### src/rtl/brisc_pkg.sv
// Shared types and constants for the brisc pipeline memory stage.
package brisc_pkg;

  localparam int unsigned XLEN        = 32;
  localparam int unsigned MEM_TIMEOUT = 64;

  typedef enum logic [1:0] {
    IDLE,
    REQ,
    WAIT_RESP
  } mem_state_e;

  typedef enum logic [4:0] {
    NOP = 5'd0,
    ADD = 5'd1,
    SUB = 5'd2,
    LW  = 5'd8,
    SW  = 5'd9,
    LB  = 5'd10,
    LBU = 5'd11,
    SB  = 5'd12
  } instr_e;

endpackage

### src/rtl/load_align.sv
// Byte select and sign/zero extension of load data.
// Only built with MEM_BYTE_EN; without it the memory stage passes load data straight through.
`ifdef MEM_BYTE_EN
module load_align
  import brisc_pkg::*;
(
  input  logic [XLEN-1:0] i_rdata,
  input  logic [1:0]      i_off,
  input  logic            i_byte,
  input  logic            i_sext,
  output logic [XLEN-1:0] o_data
);

  logic [7:0] w_byte;

  always_comb begin
    case (i_off)
      2'd0:    w_byte = i_rdata[7:0];
      2'd1:    w_byte = i_rdata[15:8];
      2'd2:    w_byte = i_rdata[23:16];
      default: w_byte = i_rdata[31:24];
    endcase
    if (!i_byte) begin
      o_data = i_rdata;
    end else if (i_sext) begin
      o_data = {{(XLEN-8){w_byte[7]}}, w_byte};
    end else begin
      o_data = {{(XLEN-8){1'b0}}, w_byte};
    end
  end

endmodule
`endif

### src/rtl/mem_stage.sv
// Pipeline memory stage: issues loads/stores to the data cache and stalls upstream while busy.
// Optional byte accesses (LB/LBU/SB) are enabled with MEM_BYTE_EN.
module mem_stage
  import brisc_pkg::*;
#(
  parameter int unsigned TIMEOUT_CYC = MEM_TIMEOUT
) (
  input  logic            clk,
  input  logic            reset,
  input  logic [4:0]      instr_in,
  input  logic [XLEN-1:0] alu_res,
  input  logic [XLEN-1:0] rs2_data,
  output logic            dc_req_valid,
  output logic            dc_req_we,
  output logic [XLEN-1:0] dc_req_addr,
  output logic [XLEN-1:0] dc_req_wdata,
  output logic [3:0]      dc_req_be,
  input  logic            dc_req_ready,
  input  logic            dc_resp_valid,
  input  logic [XLEN-1:0] dc_resp_rdata,
  output logic            stall_mem,
  output logic [XLEN-1:0] wb_data,
  output logic [4:0]      instr_out,
  output logic            misaligned,
  output logic            mem_err
);

  localparam int unsigned CNT_W = (TIMEOUT_CYC > 2) ? $clog2(TIMEOUT_CYC) : 1;
  localparam logic [CNT_W-1:0] CNT_LAST = CNT_W'(TIMEOUT_CYC - 1);

  mem_state_e      r_state, w_state_nxt;
  logic [CNT_W-1:0] r_cnt, w_cnt_nxt;
  logic [XLEN-1:0] r_addr, r_wdata, r_wb_data, w_wb_nxt;
  logic [3:0]      r_be;
  logic [4:0]      r_instr, r_instr_out, w_instr_out_nxt;
  logic            r_we, r_misaligned, r_mem_err;
  logic            w_mis_nxt, w_err_nxt, w_latch, w_done;

  logic            w_is_word, w_is_byte, w_is_store, w_misalign, w_issue;
  logic [3:0]      w_be;
  logic [XLEN-1:0] w_wdata, w_load_data;

  // Instruction decode for the access presented by execute
  always_comb begin
    w_is_word  = (instr_in == LW) || (instr_in == SW);
`ifdef MEM_BYTE_EN
    w_is_byte  = (instr_in == LB) || (instr_in == LBU) || (instr_in == SB);
    w_be       = w_is_byte ? 4'(4'b0001 << alu_res[1:0]) : 4'b1111;
    w_wdata    = (instr_in == SB) ? {(XLEN/8){rs2_data[7:0]}} : rs2_data;
`else
    w_is_byte  = 1'b0;
    w_be       = 4'b1111;
    w_wdata    = rs2_data;
`endif
    w_is_store = (instr_in == SW) || (w_is_byte && (instr_in == SB));
    w_misalign = w_is_word && (alu_res[1:0] != 2'b00);
    w_issue    = (w_is_word && !w_misalign) || w_is_byte;
  end

`ifdef MEM_BYTE_EN
  logic w_ld_byte, w_ld_sext;
  assign w_ld_byte = (r_instr == LB) || (r_instr == LBU);
  assign w_ld_sext = (r_instr == LB);

  load_align u_load_align (
    .i_rdata (dc_resp_rdata),
    .i_off   (r_addr[1:0]),
    .i_byte  (w_ld_byte),
    .i_sext  (w_ld_sext),
    .o_data  (w_load_data)
  );
`else
  assign w_load_data = dc_resp_rdata;
`endif

  // Next-state and output logic; stall drops in the cycle an access finishes
  always_comb begin
    w_state_nxt     = r_state;
    w_cnt_nxt       = r_cnt;
    w_wb_nxt        = r_wb_data;
    w_instr_out_nxt = NOP;
    w_mis_nxt       = 1'b0;
    w_err_nxt       = 1'b0;
    w_latch         = 1'b0;
    w_done          = 1'b0;
    stall_mem       = 1'b0;
    unique case (r_state)
      IDLE: begin
        if (w_issue) begin
          w_state_nxt = REQ;
          w_latch     = 1'b1;
          stall_mem   = 1'b1;
        end else if (w_misalign) begin
          w_mis_nxt = 1'b1;
        end else begin
          w_wb_nxt        = alu_res;
          w_instr_out_nxt = instr_in;
        end
      end
      REQ: begin
        stall_mem = 1'b1;
        if (dc_req_ready) begin
          if (dc_resp_valid) begin
            w_done = 1'b1;
          end else begin
            w_state_nxt = WAIT_RESP;
            w_cnt_nxt   = '0;
          end
        end
      end
      WAIT_RESP: begin
        stall_mem = 1'b1;
        w_cnt_nxt = r_cnt + CNT_W'(1);
        if (dc_resp_valid) begin
          w_done = 1'b1;
        end else if (r_cnt == CNT_LAST) begin
          w_err_nxt   = 1'b1;
          w_state_nxt = IDLE;
          stall_mem   = 1'b0;
        end
      end
      default: w_state_nxt = IDLE;
    endcase
    if (w_done) begin
      w_state_nxt     = IDLE;
      stall_mem       = 1'b0;
      w_wb_nxt        = r_we ? '0 : w_load_data;
      w_instr_out_nxt = r_instr;
    end
  end

  always_ff @(posedge clk) begin
    if (reset) begin
      r_state      <= IDLE;
      r_cnt        <= '0;
      r_addr       <= '0;
      r_wdata      <= '0;
      r_be         <= '0;
      r_instr      <= NOP;
      r_we         <= 1'b0;
      r_wb_data    <= '0;
      r_instr_out  <= NOP;
      r_misaligned <= 1'b0;
      r_mem_err    <= 1'b0;
    end else begin
      r_state      <= w_state_nxt;
      r_cnt        <= w_cnt_nxt;
      r_wb_data    <= w_wb_nxt;
      r_instr_out  <= w_instr_out_nxt;
      r_misaligned <= w_mis_nxt;
      r_mem_err    <= w_err_nxt;
      if (w_latch) begin
        r_addr  <= alu_res;
        r_wdata <= w_wdata;
        r_be    <= w_be;
        r_instr <= instr_in;
        r_we    <= w_is_store;
      end
    end
  end

  assign dc_req_valid = (r_state == REQ);
  assign dc_req_we    = r_we;
  assign dc_req_addr  = r_addr;
  assign dc_req_wdata = r_wdata;
  assign dc_req_be    = r_be;
  assign wb_data      = r_wb_data;
  assign instr_out    = r_instr_out;
  assign misaligned   = r_misaligned;
  assign mem_err      = r_mem_err;

endmodule

### config.mk
export PLATFORM = sky130hd
export DESIGN_NAME = mem_stage
export DESIGN_NICKNAME = d
export VERILOG_FILES = /design/src/rtl/brisc_pkg.sv /design/src/rtl/load_align.sv /design/src/rtl/mem_stage.sv
export SDC_FILE = /design/constraint.sdc
export NUM_CORES = 1
export LEC_CHECK = 0
export BUFFER_PORTS_ARGS = -buffer_cell sky130_fd_sc_hd__buf_2
export CAP_MARGIN = 0
export CORE_AREA = 3 3 108 110
export DETAILED_ROUTE_END_ITERATION = 10
export DIE_AREA = 0 0 111 113
export PLACE_DENSITY = 0.74
export SLEW_MARGIN = 30
export SYNTH_ARGS = -nofsm -noshare
export SYNTH_HDL_FRONTEND = slang
export SYNTH_SLANG_ARGS = --single-unit
### constraint.sdc
create_clock -name clk -period 2.6 [get_ports clk]
set_input_delay 0.26 -clock clk [delete_from_list [all_inputs] [get_ports clk]]
set_output_delay 0.26 -clock clk [all_outputs]
set_load 0.01 [all_outputs]
[Word-level counts from Yosys, hierarchy flattened]
Index checks and enable logic that the tools add are counted.
Cells by class
  add/sub/neg operators: 1
  equality and inequality tests: 12
  mux-type cells: 29
  bitwise gates (word level): 2
  reductions and logical operators: 14
Operators by type and width (number)
  2-to-1 mux 32 bit: 5
  2-to-1 mux 5 bit: 4
  2-to-1 mux 6 bit: 2
  != test 2 bit (second input constant): 6
  case mux 6 bit (2 select lines): 1
  == test 5 x 4 -> 1 bit (second input constant): 2
  2-to-1 mux 2 bit: 5
  2-to-1 mux 1 bit: 9
  adder 6 x 1 -> 6 bit (second input constant): 1
  == test 6 bit (second input constant): 1
  case mux 2 bit (3 select lines): 1
  AND reduction 3 bit: 2
  nonzero test 2 bit: 3
  OR reduction 3 bit: 2
  AND reduction 5 bit: 1
  case mux 1 bit (3 select lines): 1
  == test 2 x 1 -> 1 bit (second input constant): 1
  == test 2 bit (second input constant): 1
  logical AND 1 bit: 2
  zero test 2 bit: 1
  != test 2 x 1 -> 1 bit (second input constant): 1
  NOT 1 bit: 2
  case mux 1 bit (2 select lines): 1
  OR reduction 2 bit: 1
  2 further kinds: 2
Storage, ports and cells
  register bits after elaboration: 118
  bits of input ports: 105
  output and inout port bits: 110
  logic and storage cells: 69

[Depth between registers and ports, before layout]
  depth in word-level cells: 8
  depth in mapped cells: 8
  depth with buffers taken out: 6

[Worst setup path before layout]
Ideal clock, no wire load.
  kind: register to output
  start point: register r_state[1]
  end point: output stall_mem
  arrival time: 1563 ps
  data required time: 2340 ps
  slack: 777 ps
  stages on the path, launching flop included: 7
  buffers on the path: 1
  cell sequence: dfxtp_1 > inv_1 > ha_1 > a21o_1 > and3_1 > buf_1 > a311oi_1
Between the ends
  word-level cells in the longest chain between the ends: 3
  elaborated cells on any way between the ends: 6
  those cells by class: eq/ne: 2; mux: 3; reduce/logical: 1
Ends and longest elaborated chain
  start, declared: RTL line mem_stage.sv:31  | mem_state_e r_state, w_state_nxt;
  start signal, assigned: RTL line mem_stage.sv:146  | r_state <= w_state_nxt;
  == test 2 x 1 -> 1 bit (*)
  net dc_req_valid: RTL line mem_stage.sv:13  | output logic dc_req_valid,
  case mux 1 bit (3 select lines) / case mux 1 bit (2 select lines) (equally long branches): RTL line mem_stage.sv:87  | unique case (r_state)
  2-to-1 mux 1 bit (*): RTL line mem_stage.sv:124  | if (w_done) begin
  end, declared: RTL line mem_stage.sv:21  | output logic stall_mem,
The timed path passes the listed nets; every way through them passes the cells marked *.

[Worst setup path in the final report]
  start point: register r_state[1]
  end point: output stall_mem
Between the ends
  word-level cells in the longest chain between the ends: 3
  elaborated cells on any way between the ends: 6
  those cells by class: eq/ne: 2; mux: 3; reduce/logical: 1
Ends and longest elaborated chain (RTL line)
  == test 2 bit, or another cell as far along: mem_stage.sv:87
  case mux 1 bit (3 select lines) / case mux 1 bit (2 select lines) (equally long branches): mem_stage.sv:87
  2-to-1 mux 1 bit (*): mem_stage.sv:124
Every way passes the cells marked *; elsewhere a longest branch is shown, timed or not.

==> flow_metrics.tcl <==
set metrics [dict create \
    wirelength_mm 14.93 \
    tns_ns 0 \
    viasPerCell 5.081 \
    cap_violations 0 \
    swShare 0.2343 \
    syn-num-nets 683 \
    dieArea_um2 12540 \
    timing.final.crit_share 0.9490 \
    cp.required_ns 2.34 \
    met3_wirelength_mm 1.058 \
    synth_most_common_cell "nand2_1" \
    grt_antenna_before_repair 0 \
    rsz0062_at_grt "false" \
    whs_path_depth 3 \
    clock-sinks 118 \
    p_leak_nw 3.082 \
    ir_worst_vdd_uv 396.5 \
    critPathLaunchType "flop" \
    slew_violations 0 \
    worst_hold_startpoint "rs2_data[20]" \
    grt_start_max_net_pins 54 \
    ys.flop_type "dfxtp_1" \
    die_w_um 111 \
    path_class "reg2out" \
    dr_total_vias 4929 \
    cts_tree "done" \
    antennaDiodeCount 0 \
    multi_input_area_um2 2004 \
    drt_iter0_drc 346 \
    place.gp.congestion 0.8200 \
    crit_path_max_incr_delay_ns 0.39 \
    path_max_fanout 6 \
    slowest_stage "dfxtp_1" \
    ioPinCount 215 \
    tightest_slew_ns 0.6456 \
    core.rowCount 38 \
    die_h_um 113 \
    worstRegToRegCells 7 \
    top_layer_used "met4" \
    syn_to_final_growth_pct 46.84 \
    pwr-share-clk 0.486 \
    htreeDepth 4 \
    drt_pass1_iterations 4 \
    synth_common_cells "nand2_1, dfxtp_1, a21oi_1, a311oi_1, clkbuf_1" \
    track_usage 0.2343 \
    setup_viol 0 \
    async_flop_share 0 \
    regToRegSetupSlack_ns 0.46 \
    path_cells "inv_1, ha_1, a21o_1, and3_1, a311oi_1, buf_2" \
    yosysSeqAreaShare 0.5092 \
    drive_gt1_frac 0.3108 \
    fillers 905 \
    ys_ff_latch 118 \
    cts_setup_buffers 0 \
    status "completed" \
    skew_ns 0.008027 \
    syn_inst 573 \
    wl_met2_mm 7.453 \
    hold_violations 0 \
    clk_pin_slew_worst_paths_ns 0.05 \
    cts_max_path_buffers 2 \
    fmax_mhz 405.3 \
    crit_path_end_kind "primary output" \
    clockRootBuffer "clkbuf_8" \
    syn_area_per_cell_um2 8.097 \
    grt_overflow 0 \
    synth_area_leader_cell "dfxtp_1" \
    dp_hpwl_mm 9.902 \
    core_um2 10790 \
    combPwrFrac 0.108 \
    port_buffers 214 \
    wl_met1_mm 6.114 \
    wire_per_inst_um 15.39 \
    relSlewSlack 0.5696 \
    reg2reg_from "r_state[1]" \
    clk_latency_ns 0.50 \
    seq_power_share 0.406 \
    cts_made_buffers 17 \
    hold_path.class "in2reg" \
    final_nets 928 \
    yosysUniqueCellTypes 33 \
    syn_area_um2 4639 \
    cp_top_family "compound AO/OA/AOI/OAI gates" \
    holdPathEnd "dc_req_wdata[20]" \
    power_density_nw_per_um2 692.6 \
    drcViolationCount 0 \
    r2r_end "wb_data[19]" \
    register_area_um2 2362 \
    synth_edf_count 0 \
    worstPathArrival_ns 2.21 \
    ys_warn_count 0 \
    synth_top_area_share 0.5092 \
    period_needed_ns 2.467 \
    synth_area_leaders "dfxtp_1, nand2_1, a21oi_1, a311oi_1, clkbuf_1" \
    power.total_w 0.004718 \
    initial_core_util 0.4299 \
    intPower_w 0.003613 \
    grt_first_pass_wirelength_mm 24.12 \
    ant_nets 0 \
    switching_power_w 0.001105 \
    worst-path-buf-inv 2 \
    grt_pass1_vias 4997 \
]
==> layer usage <==
layer / up-vias / track usage
li1: 2439 / -
met1: 2260 / 0.2627
met2: 198 / 0.4150
met3: 32 / 0.07594
met4: 0 / 0.08949
met5: - / 0
==> power by group through the flow <==
stage               Combinational (W)  Sequential (W)  Clock (W)
global route                 0.000556         0.00192    0.00243
global placement             0.000434         0.00195          0
CTS                          0.000501         0.00192    0.00233
detailed placement           0.000447         0.00195          0
finish                       0.000509         0.00192    0.00229
floorplan                    0.000203         0.00198          0
==> sequential cells by signal, summed over array words and instances, names as in the netlist, 2 cells and up <==
register and flops:
dc_req_addr 32, dc_req_wdata 32, instr_out 5, r_cnt 6, r_instr 5, r_state 2
wb_data 32
==> placed cells by master (no fill, tap or decap), drive strengths merged, types with 2 or more instances in the layout <==
cell type,instances
inv,7
clkinvlp,2
buf,224
bufinv,3
xnor2,3
a311oi,34
o31ai,3
nand2,203
nand3,11
nor2,10
dlygate4sd3,49
nor3,2
a21oi,105
and3,8
a211oi,2
dfxtp,118
ha,5
clkbuf,23
clkinv,3
o21ai,3
==> final cells by class <==
cell class | count | share of cell area
Clock buffer | 23 | 0.06703
Sequential cell | 118 | 0.3467
Inverter | 7 | 0.003857
Multi-Input combinational cell | 401 | 0.2942
Tap cell | 140 | 0.02571
Clock inverter | 8 | 0.01818
Timing Repair Buffer | 273 | 0.2443
==> metrics by stage <==
stage | std cells | hold WS, ns | setup slack [ns] | cell area, um2 | utilization
5_1_grt | 970 | 0.008813 | 0.02278 | 6813 | 0.6312
6_report | 970 | 0.01714 | 0.1325 | 6813 | 0.6312
2_1_floorplan | 573 | 0.3960 | 0.7767 | 4639 | -
4_1_cts | 966 | 0.0003660 | 0.1198 | 6773 | 0.6275
3_3_place_gp | 890 | 0.4379 | 0.6680 | 5742 | 0.5320
3_5_place_dp | 890 | 0.4430 | 0.5047 | 5742 | 0.5320
==> how the worst max path moves through the flow <==
stage	from	end	cells after the start
after global placement	r_state[1]	wb_data[14]	7
after CTS	r_state[1]	stall_mem	6
after floorplan	r_state[1]	stall_mem	6
after detailed placement	r_state[0]	wb_data[16]	6
final	r_state[1]	stall_mem	6
after global routing	r_state[1]	stall_mem	6
==> worst register-to-register path: stages, from the launching register on <==
cell	delay, ns
dfxtp_1	0.35
inv_1	0.09
ha_1	0.26
a21o_1	0.20
nand3_2	0.47
buf_12	0.39
a21oi_1	0.18
a311oi_1	0.07
==> cell families (layout without fill, tap and decap cells) <==
logic type	Yosys count	in the layout	share of synthesized area
xor+xnor	4	4	0.007553
compound gates	151	151	0.1958
simple gates	241	241	0.2128
fa+ha+maj	5	5	0.01348
flops	118	118	0.5092
buf+inv	54	311	0.06122
==> timing repair <==
| item | CTS | global route |
|---|---|---|
| hold endpoints to repair | 45 | 4 |
| hold buffers | 45 | 4 |
| gates resized for setup | 0 | 0 |
Note: power is estimated with default switching activity, not from simulation.
